**src/rtl/glenn_pwm_generator.sv**
```systemverilog
// glenn_pwm_generator
// PWM output driven from a duty value that arrives from a foreign clock domain.
// The duty word is synchronised, accepted only once it has been stable for two
// consecutive samples, and applied to the output only at period boundaries.
// A PWM period is 255 ticks, and one tick lasts PRESCALE system clocks.

module glenn_pwm_generator #(
  parameter int PRESCALE = 4
) (
  input  logic       in_Clk,
  input  logic       in_Reset_n,
  input  logic       in_Enable,
  input  logic [7:0] in_Duty,
  output logic       out_Pwm,
  output logic       out_PeriodStart,
  output logic [7:0] out_DutyActive
);

  // The prescaler is at least one bit wide, so PRESCALE = 1 still gets a legal vector.
  localparam int              PW         = (PRESCALE > 1) ? $clog2(PRESCALE) : 1;
  localparam logic [PW-1:0]   PRESC_LAST = PW'(PRESCALE - 1);
  // period_cnt runs 0..254, so a duty of 255 keeps the output high for the whole period.
  localparam logic [7:0]      CNT_LAST   = 8'd254;

  typedef enum logic {
    IDLE = 1'b0,
    RUN  = 1'b1
  } state_e;

  state_e        state_q, state_d;

  logic [7:0]    sync1_q, sync2_q, sync_prev_q;
  logic [7:0]    pending_q, pending_d;

  logic [PW-1:0] presc_q, presc_d;
  logic [7:0]    cnt_q, cnt_d;
  logic          pwm_q, pwm_d;
  logic          ps_q, ps_d;
  logic [7:0]    duty_q, duty_d;
  logic          tick;

  assign tick = (presc_q == PRESC_LAST);

  // Accept a synchronised value only after it has been identical on two
  // consecutive samples. A counter running faster than in_Clk therefore
  // leaves the previously accepted value in place.
  always_comb begin
    pending_d = pending_q;
    if (sync2_q == sync_prev_q) begin
      pending_d = sync2_q;
    end
  end

  // Double-flop synchroniser, stability history, and the accepted duty value.
  always_ff @(posedge in_Clk or negedge in_Reset_n) begin
    if (!in_Reset_n) begin
      sync1_q     <= 8'd0;
      sync2_q     <= 8'd0;
      sync_prev_q <= 8'd0;
      pending_q   <= 8'd0;
    end else begin
      sync1_q     <= in_Duty;
      sync2_q     <= sync1_q;
      sync_prev_q <= sync2_q;
      pending_q   <= pending_d;
    end
  end

  // Next state and datapath values: prescaler, period counter, duty latch and
  // the registered PWM and period-start outputs.
  always_comb begin
    state_d = state_q;
    presc_d = presc_q;
    cnt_d   = cnt_q;
    pwm_d   = pwm_q;
    ps_d    = 1'b0;
    duty_d  = duty_q;

    case (state_q)
      IDLE: begin
        presc_d = '0;
        cnt_d   = 8'd0;
        pwm_d   = 1'b0;
        duty_d  = pending_q;
        if (in_Enable) begin
          // Flag the period start in the first RUN cycle; the counters are already zero.
          state_d = RUN;
          ps_d    = 1'b1;
        end
      end

      RUN: begin
        if (!in_Enable) begin
          // Abandon the period at once. No partial pulse is completed.
          state_d = IDLE;
          presc_d = '0;
          cnt_d   = 8'd0;
          pwm_d   = 1'b0;
        end else begin
          // The output is one clock behind period_cnt, so each period starts with a registered compare.
          pwm_d = (cnt_q < duty_q);
          if (tick) begin
            presc_d = '0;
            if (cnt_q == CNT_LAST) begin
              // Wrap tick: latch the value accepted before this cycle as the new duty.
              cnt_d  = 8'd0;
              duty_d = pending_q;
              ps_d   = 1'b1;
            end else begin
              cnt_d = cnt_q + 8'd1;
            end
          end else begin
            presc_d = presc_q + 1'b1;
          end
        end
      end

      default: begin
        state_d = IDLE;
      end
    endcase
  end

  // State and datapath registers. An asynchronous reset aborts any period in progress.
  always_ff @(posedge in_Clk or negedge in_Reset_n) begin
    if (!in_Reset_n) begin
      state_q <= IDLE;
      presc_q <= '0;
      cnt_q   <= 8'd0;
      pwm_q   <= 1'b0;
      ps_q    <= 1'b0;
      duty_q  <= 8'd0;
    end else begin
      state_q <= state_d;
      presc_q <= presc_d;
      cnt_q   <= cnt_d;
      pwm_q   <= pwm_d;
      ps_q    <= ps_d;
      duty_q  <= duty_d;
    end
  end

  assign out_Pwm         = pwm_q;
  assign out_PeriodStart = ps_q;
  assign out_DutyActive  = duty_q;

endmodule
```
**config.mk**
```make
export PLATFORM = sky130hd
export DESIGN_NAME = glenn_pwm_generator
export DESIGN_NICKNAME = d
export VERILOG_FILES = /design/src/rtl/glenn_pwm_generator.sv
export SDC_FILE = /design/constraint.sdc
export NUM_CORES = 1
export LEC_CHECK = 0
export CORE_MARGIN = 8
export CORE_UTILIZATION = 45
export CTS_CLUSTER_SIZE = 16
export DETAILED_ROUTE_END_ITERATION = 16
export GPL_ROUTABILITY_DRIVEN = 0
export PLACE_DENSITY = 0.68
export SKIP_CTS_REPAIR_TIMING = 1
export SYNTH_ARGS = -nofsm -noshare
export SYNTH_HDL_FRONTEND = slang
export SYNTH_SLANG_ARGS = --single-unit
```
**constraint.sdc**
```tcl
create_clock -name in_Clk -period 1.9 [get_ports in_Clk]
set_input_delay 0.285 -clock in_Clk [delete_from_list [all_inputs] [get_ports in_Clk]]
set_output_delay 0.285 -clock in_Clk [all_outputs]
set_load 0.005 [all_outputs]
```
After elaboration in Yosys (flattened, before gate mapping)

Cells that the tools add are included.

Bits in registers: 53
Input port bits: 11
Output and inout port bits: 10
Word-level logic and storage cells: 40

Add/subtract/negate cells: 2
Order comparisons: 1
Equality and inequality tests: 7
Muxes and demuxes: 18
Bitwise operators: 1
Reductions and logical operators: 1

Operator list:

| operator            | count |
|---|---|
| $mux 8              | 6 |
| $pmux 8 s2          | 2 |
| $add 8x1->8 const B | 1 |
| $eq 8x8->1          | 1 |
| $eq 8x8->1 const B  | 1 |
| $lt 8x8->1          | 1 |
| $mux 1              | 5 |
| $mux 2              | 2 |
| $ne 2x1->1 const B  | 2 |
| $pmux 1 s2          | 2 |
| $pmux 2 s2          | 1 |
| $ne 3x2->1 const B  | 1 |
| $reduce_and 3->1    | 1 |
| $add 2x1->2 const B | 1 |
| $eq 2x2->1 const B  | 1 |
| $ne 2x2->1 const B  | 1 |
| $not 1->1           | 1 |

Logic depth before layout (Yosys ltp)

Gate-level depths: netlist (run 1).

Word-level depth: 5
Depth in mapped cells: 7

Least setup slack after synthesis (run 1)

Ideal clock, no wire load.

Kind: reg2reg
From: reg cnt_q[0]
To: reg duty_q[0] (netlist: out_DutyActive[0])
Setup time: 0.125 ns
Data arrival time: 1.487 ns
Required time: 1.775 ns
Setup slack: 0.288 ns
Cell stages (with the launch flop): 8
Buffers on the path: 1
Cell sequence: dfrtp_1 -> inv_1 -> ha_1 -> and4_1 -> nand3_2 -> o21a_1 -> buf_6 -> mux2_4

Word-level cells in the longest chain between the ends: 3

Ends and longest elaborated chain:

| element                    | RTL line | source |
|---|---|---|
| from (decl)                | 36       | `logic [7:0] cnt_q, cnt_d;` |
| from (signal assigned)     | 136      | `cnt_q <= cnt_d;` |
| $eq 8x8->1                 | 104      | `if (cnt_q == CNT_LAST) begin` |
| $ne 2x1->1 (no line)       | --       |  |
| $reduce_and 3->1 (no line) | --       |  |
| to (signal assigned)       | 139      | `duty_q <= duty_d;` |
| to (decl)                  | 39       | `logic [7:0] duty_q, duty_d;` |

Every way passes these cells.
A chain may end at the register's enable or synchronous reset.

Worst setup path after layout (run 1)

From: reg cnt_q[1]
To: reg duty_q[4] (netlist: out_DutyActive[4])

The elaborated chain is that of the path after synthesis.

==> flow_summary.json, run 1 <==
{
  "status": "finished, final reports clean",
  "r2r_cells": 5,
  "critPathLaunchType": "flip-flop",
  "fin_area_sq_um": 2490,
  "fin_crit_ns": 1.71,
  "fin_nets": 200,
  "synthToLayoutAreaGrowth_pct": 19.6,
  "grt_pass1_wl_mm": 5.66,
  "fin_crit_sh_pct": 90.0,
  "vias_per_cell": 5.06,
  "clockRootBuffer": "clkbuf_8",
  "synth_nets": 169,
  "synth_area_leaders": "dfrtp_1 64%, ha_1 6.0%, mux2_4 5.8%, xor2_1 5.5%, mux2_2 4.3%",
  "final_common_cell": "dfrtp_1",
  "drc": 0,
  "ctsLongestPathBuffers": 2,
  "rows": 24,
  "tritoncts": "built",
  "ys_seq_area_share_pct": 63.6,
  "ys_ff_latch": 53,
  "drive_above_1_share_pct": 16.8,
  "die_h_um": 84.1,
  "netlist.area_leader.share_pct": 63.6,
  "clock_skew_ns": 0.00608,
  "cts_sinks": 53,
  "path_max_fanout": 8,
  "io_buffers": 20,
  "cellPowerDensity_nw_per_um2": 912,
  "ys_types": 27,
  "io_pins": 21,
  "syn_inst": 148,
  "grt_pass1_vias": 1225,
  "overflow": 0,
  "antenna_left": 0,
  "irDropWorstVdd_mv": 0.627,
  "yosysTopAreaCell": "dfrtp_1",
  "critPathCaptureType": "flip-flop",
  "hp-class": "flip-flop to flip-flop",
  "hpwl_mm": 2.38,
  "dpl_cell_area_sq_um": 2380,
  "drt-initial-drc-count": 40,
  "relSlewSlack_pct": 67.5,
  "antennaDiodeCount": 0,
  "crit_arrival_ns": 1.90,
  "grt_max_degree": 54,
  "vias": 1168,
  "whs_ns": 0.354,
  "synth.avg_cell_area_sq_um": 14.1,
  "cp.required_ns": 2.09,
  "finalNonFillerCells": 231,
  "worst_pin_slew_ns": 0.487,
  "fp.dieW_um": 84.1,
  "clk_pin_slew_worst_paths_ns": 0.09,
  "r2r_setup_slack_ns": 0.19,
  "dieArea_sq_um": 7070,
  "initial_core_util_pct": 47.2,
  "hold_viol_final": 0,
  "antenna_found_initial": 0,
  "first_pass_iters": 3,
  "wl_per_cell_um": 13.9,
  "syn_area_sq_um": 2080,
  "worstHoldPathCells": 0,
  "dp_cells": 223,
  "p_leak_nw": 1.17,
  "grt.total_usage_pct": 9.78,
  "cp_cell_sequence": "ha_1, and4_1, nand3_2, o21a_1, mux2_4",
  "drt_wl_total_mm": 3.21,
  "dp_worst_setup_slack_ns": 0.181,
  "coreArea_sq_um": 4410,
  "path_class": "flip-flop to flip-flop",
  "maxClockFrequency_mhz": 585,
  "fin_setup_tns_ns": 0,
  "most-common-layout-cells": "53 x dfrtp_1, 19 x clkdlybuf4s50_1, 13 x xor2_1",
  "rsz0062_at_grt": "no",
  "cap_violations": 0,
  "slowest_stage": "o21a_1",
  "cts_buffers": 5,
  "synth_warnings": 0,
  "fin_ws_ns": 0.190,
  "drv_slew": 0,
  "slowest_delay_ns": 0.43,
  "cts.htree.levels": 2,
  "insertion_delay_ns": 0.30,
  "setup_viol": 0
}
## worst max-delay path: cells and delay by family, from the launching register on
kind | cells | cell delay (ns)
AOI/OAI and AO/OA | 1 | 0.43
adders and majority gates | 1 | 0.18
DFF | 1 | 0.40
muxes | 1 | 0.34
and+or+nand+nor | 2 | 0.25
## path summary, 6_finish.rpt
path	from	end
worst max-delay path	cnt_q[1]	out_DutyActive[4]
max in group asynchronous	in_Reset_n	sync1_q[6]
worst min-delay path	sync1_q[6]	sync2_q[6]
worst max register to register	cnt_q[1]	out_DutyActive[4]
min in group asynchronous	in_Reset_n	cnt_q[4]
worst min register to register	sync1_q[6]	sync2_q[6]
## per-stage QoR
stage	total power [mW]	utilization [%]
6_report	2.27	56.5
5_1_grt	2.39	56.5
4_1_cts	2.31	56.3
3_5_place_dp	1.56	53.8
3_3_place_gp	1.55	53.8
2_1_floorplan	1.41	-
## where the power goes
group          total (mW)  switching, mW  internal [mW]
Clock               0.741          0.351          0.390
Combinational       0.265         0.0989          0.166
Sequential           1.27         0.0542           1.21
## cells by family (layout without fill, tap and decap cells)
family / Yosys count / count (layout) / share of synthesized area (%)
buffers and inverters: 10 / 41 / 2.16
adders and majority gates: 10 / 10 / 6.00
xor gates and xnor gates: 13 / 13 / 5.46
muxes: 16 / 16 / 10.1
DFF: 53 / 53 / 63.6
AOI/OAI and AO/OA: 14 / 14 / 4.08
and+or+nand+nor: 32 / 32 / 8.58
## sequential cells by signal, indices dropped and copies added (netlist names)
| name | count |
|---|---|
| sync1_q | 8 |
| sync2_q | 8 |
| cnt_q | 8 |
| presc_q | 2 |
| pending_q | 8 |
| out_Pwm | 1 |
| out_PeriodStart | 1 |
| out_DutyActive | 8 |
| state_q | 1 |
| sync_prev_q | 8 |
## synthesized netlist by cell type
| cell type | count |
|---|---|
| dfrtp_1 | 53 |
| xor2_1 | 13 |
| ha_1 | 10 |
| inv_1 | 9 |
| mux2_2 | 8 |
| mux2_4 | 8 |
| nand2_1 | 7 |
| nor2_1 | 6 |
| o21ai_0 | 5 |
| a21oi_1 | 4 |
| nand4_1 | 4 |
| and3_1 | 3 |
| a21o_1 | 2 |
| nand3_1 | 2 |
| nor4_1 | 2 |
| a2111o_1 | 1 |
| a31oi_1 | 1 |
| and2_1 | 1 |
| and3_4 | 1 |
| and4_1 | 1 |
| buf_6 | 1 |
| nand2b_1 | 1 |
| nand3_2 | 1 |
| nand3b_1 | 1 |
| nor2b_1 | 1 |
| nor3b_1 | 1 |
| o21a_1 | 1 |
## cell type report
cell class                 count  area, sq um
clock buffer                   5         68.8
inverter                       9         33.8
clock inverter                 2         38.8
fill                         367         1920
tap                           52         65.1
sequential                    53         1330
multi-input combinational     85          713
timing repair buffer          25          248
## per-layer routing
metal	up-vias	global-route usage, %	part of all wire (%)
met4	0	2.83	0.97
met1	579	11.7	44
li1	567	-	-
met3	4	3.71	3.8
met2	18	15.9	51
met5	-	0	0
Note: power is estimated with default switching activity, not from simulation.
==> inputs of run 2 (changes only) <==
Settings changed: GPL_TIMING_DRIVEN set to 0.
==> flow_summary.json, run 2 (synthesis results as in run 1) <==
{
  "fillCellCount": 375,
  "die_h_um": 84.1,
  "first_pass_iters": 4,
  "drt-initial-drc-count": 16,
  "grt_max_degree": 36,
  "grt_pass1_vias": 1229,
  "cp_cell_sequence": "inv_1, ha_1, and4_1, nand3_2, o21a_1, buf_6, mux2_4",
  "worst_pin_slew_ns": 0.460,
  "rsz0062_at_grt": "no",
  "drv_slew": 0,
  "coreArea_sq_um": 4410,
  "slowest_delay_ns": 0.47,
  "vias_per_cell": 5.09,
  "status": "finished, final reports clean",
  "overflow": 0,
  "fin_nets": 198,
  "crit_family": "flip-flops",
  "irDropWorstVdd_mv": 0.586,
  "hold_viol_final": 0,
  "relSlewSlack_pct": 69.4,
  "slowest_stage": "dfrtp_1",
  "io_buffers": 20,
  "top_usage_layer": "met2",
  "critPathCaptureType": "flip-flop",
  "fin_crit_ns": 1.77,
  "cp.required_ns": 2.09,
  "initial_core_util_pct": 47.2,
  "cts.htree.levels": 2,
  "rows": 24,
  "drc": 0,
  "fin_ws_ns": 0.128,
  "worstHoldStart": "sync1_q[3]",
  "grt_pass1_wl_mm": 5.72,
  "fp.dieW_um": 84.1,
  "path_max_fanout": 8,
  "clk_pin_slew_worst_paths_ns": 0.09,
  "p_leak_nw": 1.16,
  "cellPowerDensity_nw_per_um2": 872,
  "setup_viol": 0,
  "critPathLaunchType": "flip-flop",
  "synthToLayoutAreaGrowth_pct": 18.1,
  "antenna_left": 0,
  "vias": 1170,
  "cts_sinks": 53,
  "clockRootBuffer": "clkbuf_8",
  "met2_usage_pct": 16.1,
  "grt_util_met1_pct": 11.9,
  "path_class": "flip-flop to flip-flop",
  "r2r_start": "cnt_q[0]",
  "tritoncts": "built",
  "path_buf_inv": 2,
  "grt_util_met3_pct": 3.42,
  "maxClockFrequency_mhz": 564,
  "io_pins": 21,
  "setup.worst_path.start": "cnt_q[0]",
  "drt_wl_total_mm": 3.25,
  "cts_buffers": 5,
  "most-common-layout-cells": "53 x dfrtp_1, 19 x clkdlybuf4s50_1, 13 x xor2_1",
  "dp_worst_setup_slack_ns": 0.136,
  "clock_skew_ns": 0.00659,
  "insertion_delay_ns": 0.30,
  "dp_cells": 221,
  "drive_above_1_share_pct": 15.7,
  "cap_violations": 0,
  "antennaDiodeCount": 0,
  "ctsLongestPathBuffers": 2,
  "hp-class": "flip-flop to flip-flop",
  "crit_arrival_ns": 1.96,
  "grt.total_usage_pct": 9.93,
  "finalNonFillerCells": 230,
  "final_common_cell": "dfrtp_1",
  "fin_crit_sh_pct": 93.2,
  "hpwl_mm": 2.49,
  "wl_per_cell_um": 14.1,
  "dieArea_sq_um": 7070,
  "antenna_found_initial": 0
}
run 2: cell count changes in the layout (fill, tap and decap cells not counted), sizes merged:
cell / previous run / this run
buf: 5 / 3
clkbuf: 5 / 6
bufinv: 1 / 0
clkinv: 0 / 1
run 2: per-layer routing:
| layer | vias up | wire length [um] |
|---|---|---|
| li1 | 563 | - |
| met1 | 581 | 1480 |
| met2 | 19 | 1610 |
| met3 | 7 | 103 |
| met4 | 0 | 61 |
| met5 | - | 0 |
run 2: path summary, 6_finish.rpt:
| kind | end | cells past startpoint | slack (ns) |
|---|---|---|---|
| setup / recovery | out_DutyActive[4] | 7 | 0.13 |
| hold / removal | sync2_q[3] | 0 | 0.35 |
| setup reg to reg | out_DutyActive[4] | 7 | 0.13 |
| hold reg to reg | sync2_q[3] | 0 | 0.35 |
| max in group asynchronous | pending_q[6] | 3 | 0.91 |
| min in group asynchronous | cnt_q[4] | 2 | 0.47 |
run 2: cell type report:
| cell class | instances | area, sq um | area share (%) |
|---|---|---|---|
| repair buffers | 22 | 225 | 9.15 |
| clock inverters | 2 | 13.8 | 0.559 |
| plain buffers | 1 | 11.3 | 0.458 |
| multi-input cells | 85 | 713 | 29.0 |
| well taps | 52 | 65.1 | 2.64 |
| flip-flops and latches | 53 | 1330 | 53.9 |
| clock buffers | 6 | 72.6 | 2.95 |
| inverters | 9 | 33.8 | 1.37 |
run 2: power by group:
group / switching, mW / internal, mW / total, mW
registers: 0.0551 / 1.21 / 1.27
clock network: 0.347 / 0.263 / 0.610
logic: 0.102 / 0.167 / 0.268
total: 0.504 / 1.64 / 2.15
run 2: metrics by stage:
stage	setup TNS (ns)	total power, mW	area [sq um]	hold slack, ns	util [%]
2_1_floorplan	0	1.41	2080	-0.0106	-
3_3_place_gp	-48.22	1.55	2350	0.334	53.2
3_5_place_dp	0	1.57	2360	0.258	53.6
4_1_cts	0	2.18	2450	-0.0681	55.5
5_1_grt	0	2.26	2460	0.358	55.8
6_report	0	2.15	2460	0.355	55.8
